<file path="src/rtl/esp_uart_pkg.sv">
// Shared types and constants for the ESP32 UART: FSM state encodings,
// break framing constants and the RX majority-vote helper.
package esp_uart_pkg;

  typedef enum logic [2:0] {
    TX_IDLE,
    TX_START,
    TX_DATA,
    TX_STOP,
    TX_BREAK,
    TX_BRK_IDLE
  } tx_state_t;

  typedef enum logic [2:0] {
    RX_IDLE,
    RX_START,
    RX_DATA,
    RX_STOP,
    RX_WAIT_HIGH
  } rx_state_t;

  localparam int         BREAK_BITS = 20;
  localparam logic [8:0] UART_BREAK = 9'h100;

  function automatic logic maj3(input logic [2:0] s);
    return (s[0] & s[1]) | (s[0] & s[2]) | (s[1] & s[2]);
  endfunction

endpackage

</file>
<file path="src/rtl/esp_uart_fifo.sv">
// Circular first-word-fall-through FIFO with (AW+1)-bit pointers; reads
// zero while empty, ignores push-when-full and pop-when-empty.
module esp_uart_fifo #(
  parameter int WIDTH = 9,
  parameter int AW    = 7
) (
  input  logic             clk,
  input  logic             reset,
  input  logic             wr,
  input  logic [WIDTH-1:0] wdata,
  input  logic             rd,
  output logic [WIDTH-1:0] rdata,
  output logic             full,
  output logic             empty,
  output logic [AW:0]      free
);

  localparam logic [AW:0] DEPTH = {1'b1, {AW{1'b0}}};

  logic [WIDTH-1:0] mem [2**AW];
  logic [AW:0]      wptr, rptr, count;
  logic             do_wr, do_rd;

  assign count = wptr - rptr;
  assign full  = count[AW];
  assign empty = (wptr == rptr);
  assign free  = DEPTH - count;
  assign do_wr = wr && !full;
  assign do_rd = rd && !empty;
  assign rdata = empty ? '0 : mem[rptr[AW-1:0]];

  // NOTE: storage carries no reset; only the pointers define what is valid.
  always_ff @(posedge clk) begin
    if (do_wr) mem[wptr[AW-1:0]] <= wdata;
  end

  // NOTE: state updates use non-blocking assignments so every flop samples pre-edge values.
  always_ff @(posedge clk or posedge reset) begin
    if (reset) begin
      wptr <= '0;
      rptr <= '0;
    end else begin
      if (do_wr) wptr <= wptr + (AW+1)'(1);
      if (do_rd) rptr <= rptr + (AW+1)'(1);
    end
  end

endmodule

</file>
<file path="src/rtl/esp_uart.sv">
// Full-duplex 8N1 UART to the ESP32 with 9-bit break-extended FIFO entries.
// Optional CTS/RTS hardware flow control: define ESP_UART_HWFLOW_EN.
module esp_uart
  import esp_uart_pkg::*;
#(
  parameter int BAUD_DIV   = 14,
  parameter int FIFO_AW    = 7,
  parameter int RTS_MARGIN = 16
) (
  input  logic       clk,
  input  logic       reset,
  input  logic       uart_rxd,
  output logic       uart_txd,
  input  logic       uart_cts_n,
  output logic       uart_rts_n,
  input  logic [8:0] tx_data,
  input  logic       tx_wr,
  output logic       tx_fifo_full,
  output logic [8:0] rx_data,
  input  logic       rx_rd,
  output logic       rx_empty,
  output logic       rx_fifo_overflow,
  output logic       rx_framing_error
);

  localparam int           CW        = $clog2(BAUD_DIV);
  localparam logic [CW-1:0] FULL_BIT  = CW'(BAUD_DIV - 1);
  localparam logic [CW-1:0] HALF_BIT  = CW'(BAUD_DIV / 2 - 1);
  localparam logic [4:0]    LAST_DATA = 5'd7;
  localparam logic [4:0]    LAST_BRK  = 5'(BREAK_BITS - 1);

  logic [8:0]     txf_rdata;
  logic           txf_empty, tx_pop, tx_go;
  logic [FIFO_AW:0] txf_free, rxf_free;
  logic           rxf_full, rx_push;
  logic [8:0]     rx_push_data;

  esp_uart_fifo #(.WIDTH(9), .AW(FIFO_AW)) u_tx_fifo (
    .clk(clk), .reset(reset), .wr(tx_wr), .wdata(tx_data), .rd(tx_pop),
    .rdata(txf_rdata), .full(tx_fifo_full), .empty(txf_empty), .free(txf_free)
  );

  esp_uart_fifo #(.WIDTH(9), .AW(FIFO_AW)) u_rx_fifo (
    .clk(clk), .reset(reset), .wr(rx_push), .wdata(rx_push_data), .rd(rx_rd),
    .rdata(rx_data), .full(rxf_full), .empty(rx_empty), .free(rxf_free)
  );

`ifdef ESP_UART_HWFLOW_EN
  localparam logic [FIFO_AW:0] RTS_FREE = (FIFO_AW+1)'(RTS_MARGIN);
  logic [1:0] cts_sync;
  logic       unused_ok;

  always_ff @(posedge clk or posedge reset) begin
    if (reset) cts_sync <= 2'b11;
    else       cts_sync <= {cts_sync[0], uart_cts_n};
  end

  assign tx_go      = !txf_empty && !cts_sync[1];
  assign uart_rts_n = (rxf_free < RTS_FREE);
  assign unused_ok  = ^txf_free;
`else
  logic unused_ok;
  assign tx_go      = !txf_empty;
  assign uart_rts_n = 1'b0;
  assign unused_ok  = ^{txf_free, rxf_free, uart_cts_n};
`endif

  // ---------------- transmitter ----------------
  tx_state_t     tx_state, tx_state_next;
  logic [CW-1:0] tx_cnt;
  logic [4:0]    tx_idx;
  logic [7:0]    tx_shift;
  logic          tx_bit_done;

  assign tx_bit_done = (tx_cnt == '0);

  always_ff @(posedge clk or posedge reset) begin
    if (reset) begin
      tx_state <= TX_IDLE;
      tx_cnt   <= FULL_BIT;
      tx_idx   <= '0;
      tx_shift <= '0;
    end else begin
      tx_state <= tx_state_next;
      if (tx_state_next != tx_state || tx_bit_done) tx_cnt <= FULL_BIT;
      else                                          tx_cnt <= tx_cnt - CW'(1);
      if (tx_state_next != tx_state) tx_idx <= '0;
      else if (tx_bit_done)          tx_idx <= tx_idx + 5'd1;
      if (tx_pop)                                  tx_shift <= txf_rdata[7:0];
      else if (tx_state == TX_DATA && tx_bit_done) tx_shift <= {1'b0, tx_shift[7:1]};
    end
  end

  // NOTE: every signal assigned here gets a default first, so no latch is inferred.
  always_comb begin
    tx_state_next = tx_state;
    tx_pop        = 1'b0;
    case (tx_state)
      TX_IDLE: if (tx_go) begin
        tx_pop        = 1'b1;
        tx_state_next = txf_rdata[8] ? TX_BREAK : TX_START;
      end
      TX_START: if (tx_bit_done) tx_state_next = TX_DATA;
      TX_DATA:  if (tx_bit_done && tx_idx == LAST_DATA) tx_state_next = TX_STOP;
      TX_BREAK: if (tx_bit_done && tx_idx == LAST_BRK)  tx_state_next = TX_BRK_IDLE;
      TX_STOP, TX_BRK_IDLE: if (tx_bit_done) begin
        // Chain straight into the next entry so frames run without a gap.
        if (tx_go) begin
          tx_pop        = 1'b1;
          tx_state_next = txf_rdata[8] ? TX_BREAK : TX_START;
        end else begin
          tx_state_next = TX_IDLE;
        end
      end
      default: tx_state_next = TX_IDLE;
    endcase
  end

  always_comb begin
    uart_txd = 1'b1;
    case (tx_state)
      TX_START, TX_BREAK: uart_txd = 1'b0;
      TX_DATA:            uart_txd = tx_shift[0];
      default:            uart_txd = 1'b1;
    endcase
  end

  // ---------------- receiver ----------------
  rx_state_t     rx_state, rx_state_next;
  logic [CW-1:0] rx_cnt;
  logic [4:0]    rx_idx;
  logic [7:0]    rx_shift;
  logic [1:0]    rxd_sync;
  logic [2:0]    rx_hist;
  logic          rx_filt, rx_prev, rx_fall, rx_bit_done, rx_ferr_set;

  assign rx_bit_done = (rx_cnt == '0);
  assign rx_fall     = rx_prev && !rx_filt;

  always_ff @(posedge clk or posedge reset) begin
    if (reset) begin
      rxd_sync         <= 2'b11;
      rx_hist          <= 3'b111;
      rx_filt          <= 1'b1;
      rx_prev          <= 1'b1;
      rx_state         <= RX_IDLE;
      rx_cnt           <= FULL_BIT;
      rx_idx           <= '0;
      rx_shift         <= '0;
      rx_fifo_overflow <= 1'b0;
      rx_framing_error <= 1'b0;
    end else begin
      rxd_sync <= {rxd_sync[0], uart_rxd};
      rx_hist  <= {rx_hist[1:0], rxd_sync[1]};
      rx_filt  <= maj3(rx_hist);
      rx_prev  <= rx_filt;
      rx_state <= rx_state_next;
      if (rx_state_next != rx_state) rx_cnt <= (rx_state_next == RX_START) ? HALF_BIT : FULL_BIT;
      else if (rx_bit_done)          rx_cnt <= FULL_BIT;
      else                           rx_cnt <= rx_cnt - CW'(1);
      if (rx_state_next != rx_state) rx_idx <= '0;
      else if (rx_bit_done)          rx_idx <= rx_idx + 5'd1;
      if (rx_state == RX_DATA && rx_bit_done) rx_shift <= {rx_filt, rx_shift[7:1]};
      rx_fifo_overflow <= rx_push && rxf_full;
      rx_framing_error <= rx_ferr_set;
    end
  end

  always_comb begin
    rx_state_next = rx_state;
    rx_push       = 1'b0;
    rx_push_data  = UART_BREAK;
    rx_ferr_set   = 1'b0;
    case (rx_state)
      RX_IDLE:  if (rx_fall) rx_state_next = RX_START;
      RX_START: if (rx_bit_done) rx_state_next = rx_filt ? RX_IDLE : RX_DATA;
      RX_DATA:  if (rx_bit_done && rx_idx == LAST_DATA) rx_state_next = RX_STOP;
      RX_STOP: if (rx_bit_done) begin
        if (rx_filt) begin
          rx_push       = 1'b1;
          rx_push_data  = {1'b0, rx_shift};
          rx_state_next = RX_IDLE;
        end else if (rx_shift == 8'h00) begin
          // An all-zero frame with a low stop bit is the ESP's break marker.
          rx_push       = 1'b1;
          rx_state_next = RX_WAIT_HIGH;
        end else begin
          rx_ferr_set   = 1'b1;
          rx_state_next = RX_WAIT_HIGH;
        end
      end
      RX_WAIT_HIGH: if (rx_filt) rx_state_next = RX_IDLE;
      default: rx_state_next = RX_IDLE;
    endcase
  end

endmodule
</file>
<file path="config.mk">
export PLATFORM = sky130hd
export DESIGN_NAME = esp_uart
export DESIGN_NICKNAME = d
export VERILOG_FILES = /design/src/rtl/esp_uart_pkg.sv /design/src/rtl/esp_uart_fifo.sv /design/src/rtl/esp_uart.sv
export SDC_FILE = /design/constraint.sdc
export NUM_CORES = 2
export LEC_CHECK = 0
export CAP_MARGIN = 25
export CORE_ASPECT_RATIO = 0.6
export CORE_MARGIN = 2
export CORE_UTILIZATION = 50
export CTS_CLUSTER_SIZE = 20
export DETAILED_ROUTE_END_ITERATION = 12
export PLACE_DENSITY_LB_ADDON = 0.25
export RECOVER_POWER = 50
export SYNTH_ARGS = -nofsm -noshare
export SYNTH_HDL_FRONTEND = slang
export SYNTH_HIERARCHICAL = 1
export SYNTH_SLANG_ARGS = --single-unit
</file>
<file path="constraint.sdc">
create_clock -name clk -period 5.15 [get_ports clk]
set_clock_uncertainty 0.05 [all_clocks]
set_input_delay 0.515 -clock clk [delete_from_list [all_inputs] [get_ports clk]]
set_output_delay 0.515 -clock clk [all_outputs]
set_load 0.1 [all_outputs]
</file>
==> impl_metrics.ini <==
[run_status]
status = finished, violations left
violations = max-capacitance violations, max-slew violations

[timing]
slew_headroom_pct = -166.0
fin_crit_ns = 5.030
hold_viol = 0
worstMarginPinSlew_ns = 3.990
fin_setup_tns_ns = 0
setup_viol = 0
finalCritPeriodShare_pct = 97.67
max_freq_ghz = 0.1988
rsz0062_at_grt = false
slew_violations = 1171

[placed_design]
gp_congestion = 0.8962
placed_area_sq_um = 98620
numPortBuffers = 27
dpl.hpwl_microns = 146100

[floorplanning]
die_h_microns = 341.0
rows = 123
core_area_sq_um = 187800
die_w_microns = 565.7
fp.dieArea_sq_um = 192900
io_pins = 30
start_util_pct = 50.42

[cts]
hold_buffers = 0
cts.sinks = 2385
cts.reportedPaths.clkPinSlew_ns = 0.06
clock_latency_ns = 0.86
root_buffer = clkbuf_16
cts_tree = yes
htree_levels = 4
cts_inserted_buffers = 218
cts_buffer_depth = 4

[layout]
seq_area_sq_um = 71250
synthToLayoutAreaGrowth_pct = 11.48
fin_nets = 5165
multi_input_area_sq_um = 21440
stdcell_area_sq_um = 105500
nFillCells = 14070
drive_above_1_share_pct = 20.07

[route]
drt-initial-drc-count = 6469
via_count = 48850
dr.pass1.iters = 7
via_per_inst = 6.261
drt-total-wl_microns = 233600
wl_per_cell_microns = 29.94
drc = 0
ant_nets = 0

[grt]
antenna_found_initial = 6
grt_max_degree = 100
grt.overflow.total = 0
grt_pass1_vias = 47360
track_usage_pct = 24.20
grt_pass1_wl_microns = 336800

[power_and_ir_drop]
power_density_nw_per_um2 = 489.3
power_leakage_nw = 34.43
ir_drop_uv = 487.1

[worst_setup_path]
end_kind = output pin
cp_data_arrival_time_ns = 4.47
r2r_slack_ns = 0.30
setup.worst_path.class = flop to output pin
required_ns = 4.59
start_kind = flop
crit_path_max_fanout = 33

[yosys]
synth_fp_nets = 4911
yosysWarnings = 6
syn_avg_cell_area_sq_um = 19.42
synth_area_sq_um = 94670
synth_cells = 4875

[flow_run]
drv_cap = 21

[worst_hold_path]
hold_path.class = primary input to flop
[cell type report]
class                   count  area share (%)
inverters                  35          0.1269
well taps                2500           2.964
repair buffers            319           2.495
multi-input cells        2170           20.32
flip-flops and latches   2385           67.52
clock buffers             265           5.436
diodes                      6         0.01423
clock inverters           122           1.129
[through the flow]
step                      total power [W]  instances  utilization [%]  hold slack, ns  setup WS, ns
after global placement            0.03557       7372            52.50          0.2961        0.8662
after detailed placement          0.03570       7377            52.53          0.2982        0.9328
after global routing              0.05335       7796            56.20          0.2359       0.01359
final                             0.05163       7802            56.21          0.2420        0.1197
after floorplan                   0.03124       4875                -          0.2952       -0.4333
after CTS                         0.05162       7765            56.23         0.03389        0.1161
[what timing repair did]
action	in CTS	in global routing
setup buffers	1	7
pin swaps	0	0
endpoints found under the hold margin	0	0
endpoints found under the setup margin	1	4
gates resized for setup	0	3
[where the power goes]
group	switching (W)	internal [W]	leakage [nW]	total [W]
Sequential	0.000391	0.0214	22.2	0.0218
Clock	0.00692	0.00908	3.37	0.0160
Combinational	0.00863	0.00516	8.84	0.0138
Total	0.0159	0.0357	34.4	0.0516
[routing by layer]
metal | GRT usage [%] | routed length (microns) | vias to the layer above
li1 | - | - | 20350
met1 | 39.20 | 105100 | 25660
met2 | 30.27 | 91180 | 2553
met3 | 10.06 | 33690 | 280
met4 | 4.431 | 3560 | 2
met5 | 0 | 13 | -
[cell usage in the layout, fill, tap and decap left out, drive strengths merged, types with 16 or more instances in the layout]
master and n:
nor2b 24, clkinv 89, bufinv 24, inv 36
buf 248, mux4 416, clkbuf 328, nand4 19
a31oi 22, o22ai 34, o21ai 82, and2 22
xnor2 22, o211ai 21, edfxtp 2304, a211oi 16
nand2 187, dfrtp 68, a221oi 61, nor3 37
nand3 41, mux2i 412, xor2 18, a221o 16
a22oi 58, a2111oi 18, mux2 30, o221ai 17
a21oi 112, ha 21, nor2 352
[critical path, stage by stage (launching register included)]
cell and delay [ns]:
dfrtp_4 0.73, buf_4 0.57, nor2b_2 0.19, buf_4 0.31, a221oi_1 0.40, o21ai_1 0.15, o21ai_0 0.24, nor3_1 0.10
a211oi_1 0.58, buf_12 0.26
[state kept, by name, summed over array words and instances (netlist names), 2 cells and up]
register,count
rx_cnt,4
rxd_sync,2
rx_state,3
rx_shift,8
rx_idx,5
rx_hist,3
u_tx_fifo/rptr,8
tx_cnt,4
u_tx_fifo/mem,1152
u_tx_fifo/wptr,8
tx_shift,8
tx_idx,5
u_rx_fifo/rptr,8
tx_state,3
u_rx_fifo/wptr,8
u_rx_fifo/mem,1152
[final timing paths]
check	startpoint	to	cells after the start
min in group asynchronous	reset	u_tx_fifo/wptr[6]	2
max in group asynchronous	reset	rx_state[1]	3
worst max-delay path	u_rx_fifo/rptr[2]	rx_data[2]	9
worst min-delay path	uart_rxd	rxd_sync[0]	1
worst max register to register	rx_cnt[1]	u_rx_fifo/mem[63][0]	10
worst min register to register	rxd_sync[1]	rx_hist[0]	0
Note: power is estimated with default switching activity, not from simulation.
